## config.mk

```make
export PLATFORM = sky130hd
export DESIGN_NAME = align_seq_controller_flat
export DESIGN_NICKNAME = d
export VERILOG_FILES = /design/src/rtl/align_seq_if.sv /design/src/rtl/align_seq_controller.sv /design/src/flat_wrapper.sv
export SDC_FILE = /design/constraint.sdc
export NUM_CORES = 1
export LEC_CHECK = 0
export ABC_AREA = 1
export BUFFER_PORTS_ARGS = -buffer_cell sky130_fd_sc_hd__buf_2
export CAP_MARGIN = 40
export CORE_ASPECT_RATIO = 1.2
export CORE_UTILIZATION = 30
export CTS_CLUSTER_DIAMETER = 80
export DETAILED_ROUTE_END_ITERATION = 12
export PLACE_DENSITY = 0.63
export SYNTH_ARGS = -nofsm -noshare
export SYNTH_HDL_FRONTEND = slang
export SYNTH_SLANG_ARGS = --single-unit
export TNS_END_PERCENT = 50
```

## constraint.sdc

```tcl
create_clock -name clk -period 2 [get_ports clk]
set_input_delay 0.4 -clock clk [delete_from_list [all_inputs] [get_ports clk]]
set_output_delay 0.4 -clock clk [all_outputs]
set_load 0.03 [all_outputs]
```

## src/rtl/align_seq_if.sv

```systemverilog
// Handshake and control bundle between the alignment sequencer and its host.
// The master drives job requests and traceback coordinates, the slave returns control strobes.
interface align_seq_if #(
    parameter int SEQ_LEN     = 32,
    parameter int LPU         = 2,
    parameter int LOAD_CYCLES = 8
);
    localparam int NUM_PU    = SEQ_LEN / LPU;
    localparam int NUM_WAVES = 2 * NUM_PU - 1;
    localparam int POS_W     = $clog2(SEQ_LEN);
    localparam int WAVE_W    = $clog2(NUM_WAVES);
    localparam int BC_W      = $clog2(LOAD_CYCLES);
    localparam int PU_W      = $clog2(NUM_PU);
    localparam int PE_W      = 2 * $clog2(LPU);

    logic              start;
    logic              abort;
    logic              tb_finished;
    logic              out_ready;
    logic [POS_W-1:0]  tb_row;
    logic [POS_W-1:0]  tb_col;

    logic              ready;
    logic              busy;
    logic              buff_wr_en;
    logic [BC_W-1:0]   buff_count;
    logic [NUM_PU-1:0] pu_wr_en;
    logic [WAVE_W-1:0] wave_idx;
    logic              max_wr_en;
    logic              tb_en;
    logic              tb_start;
    logic              result_valid;
    logic [WAVE_W-1:0] mem_diag;
    logic [PU_W-1:0]   mem_pu;
    logic [PE_W-1:0]   mem_pe;

    modport master (
        output start, abort, tb_finished, out_ready, tb_row, tb_col,
        input  ready, busy, buff_wr_en, buff_count, pu_wr_en, wave_idx,
               max_wr_en, tb_en, tb_start, result_valid, mem_diag, mem_pu, mem_pe
    );

    modport slave (
        input  start, abort, tb_finished, out_ready, tb_row, tb_col,
        output ready, busy, buff_wr_en, buff_count, pu_wr_en, wave_idx,
               max_wr_en, tb_en, tb_start, result_valid, mem_diag, mem_pu, mem_pe
    );
endinterface

```

## src/rtl/align_seq_controller.sv

```systemverilog
// Job sequencer for a systolic sequence aligner: load, anti-diagonal sweep, drain,
// traceback and result hand-off, plus the traceback-to-matrix-memory address map.
module align_seq_controller #(
    parameter int SEQ_LEN     = 32,
    parameter int LPU         = 2,
    parameter int LOAD_CYCLES = 8,
    parameter int PIPE_LAT    = 1
) (
    input  logic        clk,
    input  logic        rst,
    align_seq_if.slave  bus
);
    localparam int NUM_PU    = SEQ_LEN / LPU;
    localparam int NUM_WAVES = 2 * NUM_PU - 1;
    localparam int POS_W     = $clog2(SEQ_LEN);
    localparam int WAVE_W    = $clog2(NUM_WAVES);
    localparam int BC_W      = $clog2(LOAD_CYCLES);
    localparam int PU_W      = $clog2(NUM_PU);
    localparam int LPU_W     = $clog2(LPU);

    localparam int CNT_TOP_A = (LOAD_CYCLES > NUM_WAVES) ? LOAD_CYCLES : NUM_WAVES;
    localparam int CNT_MAX   = ((CNT_TOP_A > PIPE_LAT) ? CNT_TOP_A : PIPE_LAT) - 1;
    localparam int CNT_W     = (CNT_MAX < 1) ? 1 : $clog2(CNT_MAX + 1);

    localparam logic [CNT_W-1:0] LOAD_LAST  = CNT_W'(LOAD_CYCLES - 1);
    localparam logic [CNT_W-1:0] WAVE_LAST  = CNT_W'(NUM_WAVES - 1);
    localparam logic [CNT_W-1:0] DRAIN_LAST = CNT_W'(PIPE_LAT - 1);

    localparam logic [2:0] ST_IDLE  = 3'd0;
    localparam logic [2:0] ST_LOAD  = 3'd1;
    localparam logic [2:0] ST_CALC  = 3'd2;
    localparam logic [2:0] ST_DRAIN = 3'd3;
    localparam logic [2:0] ST_TRACE = 3'd4;
    localparam logic [2:0] ST_DONE  = 3'd5;

    logic [2:0]       state_q, state_d;
    logic [CNT_W-1:0] cnt_q, cnt_d;
    logic             tb_first_q, tb_first_d;

    always_comb begin
        // NOTE: every variable gets a default before the case so no path infers a latch.
        state_d    = state_q;
        cnt_d      = cnt_q;
        tb_first_d = 1'b0;
        case (state_q)
            ST_IDLE: begin
                if (bus.start) begin
                    state_d = ST_LOAD;
                    cnt_d   = '0;
                end
            end
            ST_LOAD: begin
                if (cnt_q == LOAD_LAST) begin
                    state_d = ST_CALC;
                    cnt_d   = '0;
                end else begin
                    cnt_d = cnt_q + 1'b1;
                end
            end
            ST_CALC: begin
                if (cnt_q == WAVE_LAST) begin
                    state_d = ST_DRAIN;
                    cnt_d   = '0;
                end else begin
                    cnt_d = cnt_q + 1'b1;
                end
            end
            ST_DRAIN: begin
                if (cnt_q == DRAIN_LAST) begin
                    state_d    = ST_TRACE;
                    cnt_d      = '0;
                    tb_first_d = 1'b1;
                end else begin
                    cnt_d = cnt_q + 1'b1;
                end
            end
            ST_TRACE: begin
                if (bus.tb_finished) state_d = ST_DONE;
            end
            ST_DONE: begin
                if (bus.out_ready) state_d = ST_IDLE;
            end
            default: begin
                state_d = ST_IDLE;
                cnt_d   = '0;
            end
        endcase

        // Abort overrides every transition above, but an idle controller ignores it.
        if (bus.abort && (state_q != ST_IDLE)) begin
            state_d    = ST_IDLE;
            cnt_d      = '0;
            tb_first_d = 1'b0;
        end
    end

    // NOTE: state registers take non-blocking assignments so all flops update together.
    always_ff @(posedge clk) begin
        if (rst) begin
            state_q    <= ST_IDLE;
            cnt_q      <= '0;
            tb_first_q <= 1'b0;
        end else begin
            state_q    <= state_d;
            cnt_q      <= cnt_d;
            tb_first_q <= tb_first_d;
        end
    end

    logic [NUM_PU-1:0] pu_mask;
    int                wave;

    // Active PUs grow by one per wave up to the main diagonal, then shrink from the top.
    always_comb begin
        pu_mask = '0;
        wave    = int'(cnt_q);
        if (state_q == ST_CALC) begin
            for (int i = 0; i < NUM_PU; i++) begin
                pu_mask[i] = (wave < NUM_PU) ? (i <= wave) : (i < NUM_WAVES - wave);
            end
        end
    end

    assign bus.ready        = (state_q == ST_IDLE);
    assign bus.busy         = (state_q == ST_LOAD) || (state_q == ST_CALC) || (state_q == ST_DRAIN);
    assign bus.buff_wr_en   = (state_q == ST_LOAD);
    assign bus.buff_count   = (state_q == ST_LOAD) ? BC_W'(cnt_q) : '0;
    assign bus.pu_wr_en     = pu_mask;
    assign bus.wave_idx     = (state_q == ST_CALC) ? WAVE_W'(cnt_q) : '0;
    assign bus.max_wr_en    = (state_q == ST_CALC) || (state_q == ST_DRAIN);
    assign bus.tb_en        = (state_q == ST_TRACE);
    assign bus.tb_start     = (state_q == ST_TRACE) && tb_first_q;
    assign bus.result_valid = (state_q == ST_DONE);

    logic [PU_W-1:0]   row_blk, col_blk;
    logic [WAVE_W-1:0] diag;

    assign row_blk = bus.tb_row[POS_W-1:LPU_W];
    assign col_blk = bus.tb_col[POS_W-1:LPU_W];
    assign diag    = WAVE_W'(row_blk) + WAVE_W'(col_blk);

    // Below the main diagonal the column block names the PU; above it the row block counts down.
    assign bus.mem_diag = diag;
    assign bus.mem_pu   = (diag < WAVE_W'(NUM_PU)) ? col_blk : (PU_W'(NUM_PU - 1) - row_blk);
    assign bus.mem_pe   = {bus.tb_row[LPU_W-1:0], bus.tb_col[LPU_W-1:0]};
endmodule

```

## src/flat_wrapper.sv

```systemverilog
// flat-port wrapper written by rule: the top's interface ports become plain ports
module align_seq_controller_flat 
#(
    parameter int SEQ_LEN     = 32,
    parameter int LPU         = 2,
    parameter int LOAD_CYCLES = 8,
    parameter int PIPE_LAT    = 1
)
  (clk, rst, bus_start, bus_abort, bus_tb_finished, bus_out_ready, bus_tb_row, bus_tb_col, bus_ready, bus_busy, bus_buff_wr_en, bus_buff_count, bus_pu_wr_en, bus_wave_idx, bus_max_wr_en, bus_tb_en, bus_tb_start, bus_result_valid, bus_mem_diag, bus_mem_pu, bus_mem_pe);
  align_seq_if #(.SEQ_LEN(SEQ_LEN), .LPU(LPU), .LOAD_CYCLES(LOAD_CYCLES)) bus_i ();
  input  logic clk;
  input  logic rst;
  input wire logic [$bits(bus_i.start)-1:0] bus_start;
  input wire logic [$bits(bus_i.abort)-1:0] bus_abort;
  input wire logic [$bits(bus_i.tb_finished)-1:0] bus_tb_finished;
  input wire logic [$bits(bus_i.out_ready)-1:0] bus_out_ready;
  input wire logic [$bits(bus_i.tb_row)-1:0] bus_tb_row;
  input wire logic [$bits(bus_i.tb_col)-1:0] bus_tb_col;
  output wire logic [$bits(bus_i.ready)-1:0] bus_ready;
  output wire logic [$bits(bus_i.busy)-1:0] bus_busy;
  output wire logic [$bits(bus_i.buff_wr_en)-1:0] bus_buff_wr_en;
  output wire logic [$bits(bus_i.buff_count)-1:0] bus_buff_count;
  output wire logic [$bits(bus_i.pu_wr_en)-1:0] bus_pu_wr_en;
  output wire logic [$bits(bus_i.wave_idx)-1:0] bus_wave_idx;
  output wire logic [$bits(bus_i.max_wr_en)-1:0] bus_max_wr_en;
  output wire logic [$bits(bus_i.tb_en)-1:0] bus_tb_en;
  output wire logic [$bits(bus_i.tb_start)-1:0] bus_tb_start;
  output wire logic [$bits(bus_i.result_valid)-1:0] bus_result_valid;
  output wire logic [$bits(bus_i.mem_diag)-1:0] bus_mem_diag;
  output wire logic [$bits(bus_i.mem_pu)-1:0] bus_mem_pu;
  output wire logic [$bits(bus_i.mem_pe)-1:0] bus_mem_pe;
  assign bus_i.start = bus_start;
  assign bus_i.abort = bus_abort;
  assign bus_i.tb_finished = bus_tb_finished;
  assign bus_i.out_ready = bus_out_ready;
  assign bus_i.tb_row = bus_tb_row;
  assign bus_i.tb_col = bus_tb_col;
  assign bus_ready = bus_i.ready;
  assign bus_busy = bus_i.busy;
  assign bus_buff_wr_en = bus_i.buff_wr_en;
  assign bus_buff_count = bus_i.buff_count;
  assign bus_pu_wr_en = bus_i.pu_wr_en;
  assign bus_wave_idx = bus_i.wave_idx;
  assign bus_max_wr_en = bus_i.max_wr_en;
  assign bus_tb_en = bus_i.tb_en;
  assign bus_tb_start = bus_i.tb_start;
  assign bus_result_valid = bus_i.result_valid;
  assign bus_mem_diag = bus_i.mem_diag;
  assign bus_mem_pu = bus_i.mem_pu;
  assign bus_mem_pe = bus_i.mem_pe;
  align_seq_controller #(.SEQ_LEN(SEQ_LEN), .LPU(LPU), .LOAD_CYCLES(LOAD_CYCLES), .PIPE_LAT(PIPE_LAT)) u_core (.clk(clk), .rst(rst), .bus(bus_i));
endmodule
```

==> impl_metrics.toml <==
[run_status]
run_status = "complete, but fails checks"
violations = "setup timing"

[place]
dp_hpwl_microns = 2950
postPlaceCellArea_sq_mm = 0.00175
gp_congestion = 0.905
port_buffers = 53

[critical_path]
critPathMaxStageDelay_ps = 360
cp-end-kind = "output pin"
slowest_stage = "sky130_fd_sc_hd__fa_2"
worstSetupStartpointType = "primary input"
path_delay_family = "adder cells"
worst-setup-path-type = "primary input to output pin"
path_max_fanout = 7
critical_path_buf_inv_count = 2
cp_cell_sequence = "buf_6, ha_4, fa_2, a21oi_4, o21bai_4, nor2_4, a21oi_4, buf_6"
critical_path_arrival_ps = 1700
worst-endpoint-required_ps = 1600

[floorplan]
rows = 25
initial_utilization_pct = 32.2
dieHeight_microns = 74.0
fp.dieArea_sq_mm = 0.00459
die_width_microns = 62.0
design.core.area_sq_mm = 0.00404
pin_count = 58

[sta]
fmaxAchievable_mhz = 475
skew_ps = 3.63
totalNegativeSetupSlack_ps = -265
period_minus_slack_ps = 2100
rsz0062_at_grt = "yes"
transition_time_at_the_pin_with_the_least_slew_margin_ps = 435
slew-limit-headroom_pct = 70.9
slew_violations = 0
hold_viol_final = 0
min_period_over_period_pct = 105
final-setup-viol-count = 4
final.setup.worst_slack_ps = -105

[pwr]
seq_power_share_pct = 15.1
irDropWorstVdd_v = 0.000414
power.share.switching_pct = 57.2
p_leak_nw = 0.971
power_switching_mw = 1.14
p_clk_share_pct = 10.8
p_int_uw = 857
power.density_mw_per_mm2 = 1060
totalPowerFinal_mw = 2.00
relative_contribution_of_combinational_cells_to_total_power_pct = 74.1

[route]
drt_first_pass_iters = 4
drt_first_iter_violations = 74
vias = 1545
totalWireLength_microns = 3690
drtAntennaViolNets = 0
drt-vias-per-instance = 4.74
drc = 0
route.detailed.wl_per_inst_microns = 11.3

[synth]
synth_cell_types = 38
post_synth_inst_count = 205
ys_warn_count = 0
post_synth.cell_area_avg_sq_um = 6.33
synth_nets = 233
post_synth_instance_area_sq_mm = 0.00130
seq_area_frac_synth_pct = 13.9
postSynthRegisterBits = 9

[clocking]
worstSkewPairLatency_ps = 230
path_clk_slew_ps = 50
cts-buffers-inserted = 3
tritoncts_num_sinks = 9
clock_tree.htree_level_count = 1
cts_tree = "yes"
clk_path_buf_depth = 2
clk_root_buffer_cell = "sky130_fd_sc_hd__clkbuf_8"

[finish]
fin_area_sq_mm = 0.00189
antenna_cells_inserted = 0
regArea_sq_um = 183
multi_input_comb_area_sq_mm = 0.00106
area_growth_syn_to_layout_pct = 46.0
finish.net_count = 301
fillerInstances = 427
drive_above_1_share_pct = 43.0

[global_routing]
via_count_of_the_first_global_routing_pass = 1357
grt_use_total_pct = 16.5
grt_start_max_net_pins = 14
grt_first_pass_wirelength_microns = 5810
globalRouteOverflowTotal = 0
grt_antenna_before_repair = 0

[job]
drv.max_cap_violation_count = 0

[hold_path]
classification_of_the_worst_slack_hold_path = "primary input to flop"
-- sequential cells by signal (all words and copies together), names as in the netlist --
| name | count |
|---|---|
| u_core.state_q | 3 |
| u_core.cnt_q | 5 |
| u_core.tb_first_q | 1 |
-- cells by family (layout without fill, tap and decap cells) --
logic type / after synthesis / after routing / synth area share, %
AOI/OAI and AO/OA: 32 / 32 / 15.7
xor gates and xnor gates: 3 / 3 / 2.03
adders and majority gates: 12 / 12 / 12.2
buffers and inverters: 36 / 103 / 13.1
DFF: 9 / 9 / 13.9
and+or+nand+nor: 113 / 113 / 43.1
-- area by class of cell --
type,count,area share (%)
multi-input combinational,160,55.8
timing repair buffer,70,22.9
sequential,9,9.64
inverter,29,5.75
tap,54,3.57
clock buffer,4,2.38
-- routing by layer --
layer  global-route usage [%]  vias up  wire length [microns]
li1                         -      802                      -
met1                     21.3      688                   1580
met2                     27.7       49                   1850
met3                     3.48        6                    203
met4                     3.70        0                     54
met5                        0        -                      0
-- synthesized netlist by cell type (all sizes together) --
cell type | number | area, sq um
a31oi | 1 | 6.26
nand2 | 37 | 159
o21ai | 11 | 62.6
dfxtp | 9 | 180
nand3b | 2 | 18.8
a32oi | 1 | 8.76
nand3 | 14 | 80.1
o22ai | 2 | 12.5
fa | 1 | 20.0
nor3 | 7 | 40.0
inv | 29 | 109
a311oi | 1 | 8.76
o21bai | 1 | 7.51
xor2 | 3 | 26.3
buf | 7 | 61.3
a221oi | 1 | 8.76
nor4 | 1 | 6.26
nand4 | 1 | 6.26
a21oi | 14 | 88.8
ha | 11 | 138
and3 | 2 | 13.8
nor2 | 48 | 229
or2 | 1 | 6.26
-- worst min-delay path, stage by stage --
cell and delay [ps]:
sky130_fd_sc_hd__buf_2 100, sky130_fd_sc_hd__a21oi_4 50, sky130_fd_sc_hd__nand2_1 60, sky130_fd_sc_hd__nor2_1 30
-- stage by stage --
stage	hold slack [ps]	util (%)	cells	setup slack, ps
5_1_grt	474	46.9	326	-159
2_1_floorplan	547	-	205	-138
6_report	454	46.9	326	-105
3_3_place_gp	604	43.4	320	-197
4_1_cts	452	46.1	326	-105
3_5_place_dp	610	43.4	320	-227
-- path summary, 6_finish.rpt --
| path | to | from | cells after the start | slack, ps |
|---|---|---|---|---|
| hold reg to reg | u_core.state_q[0] | u_core.state_q[0] | 2 | 570 |
| setup / recovery | bus_mem_pu[1] | bus_tb_row[1] | 8 | -100 |
| setup reg to reg | u_core.cnt_q[2] | u_core.cnt_q[0] | 9 | 440 |
| hold / removal | u_core.state_q[2] | rst | 4 | 450 |
-- repair_timing --
| item | CTS | global route |
|---|---|---|
| endpoints found under the hold margin | 0 | 0 |
| gates resized for setup | 17 | 11 |
| pin swaps | 5 | 2 |
| hold buffers | 0 | 0 |
| setup endpoints to repair | 8 | 14 |
| buffers inserted | 2 | 0 |
-- cells in the final DEF, fill, tap and decap left out, types with 7 or more instances in the layout --
master	count
sky130_fd_sc_hd__inv_1	24
sky130_fd_sc_hd__nand2_1	33
sky130_fd_sc_hd__buf_2	46
sky130_fd_sc_hd__buf_4	19
sky130_fd_sc_hd__nand3_1	12
sky130_fd_sc_hd__dfxtp_1	7
sky130_fd_sc_hd__ha_1	8
sky130_fd_sc_hd__a21oi_1	7
sky130_fd_sc_hd__o21ai_0	9
sky130_fd_sc_hd__nor2_1	35
-- power by group through the flow --
stage	logic [mW]	clock network (mW)	registers (mW)
floorplan	1.10	0	0.288
global placement	1.44	0	0.294
detailed placement	1.44	0	0.294
CTS	1.47	0.222	0.294
global route	1.65	0.228	0.308
finish	1.48	0.216	0.303
Power figures use the tool's default switching activity.
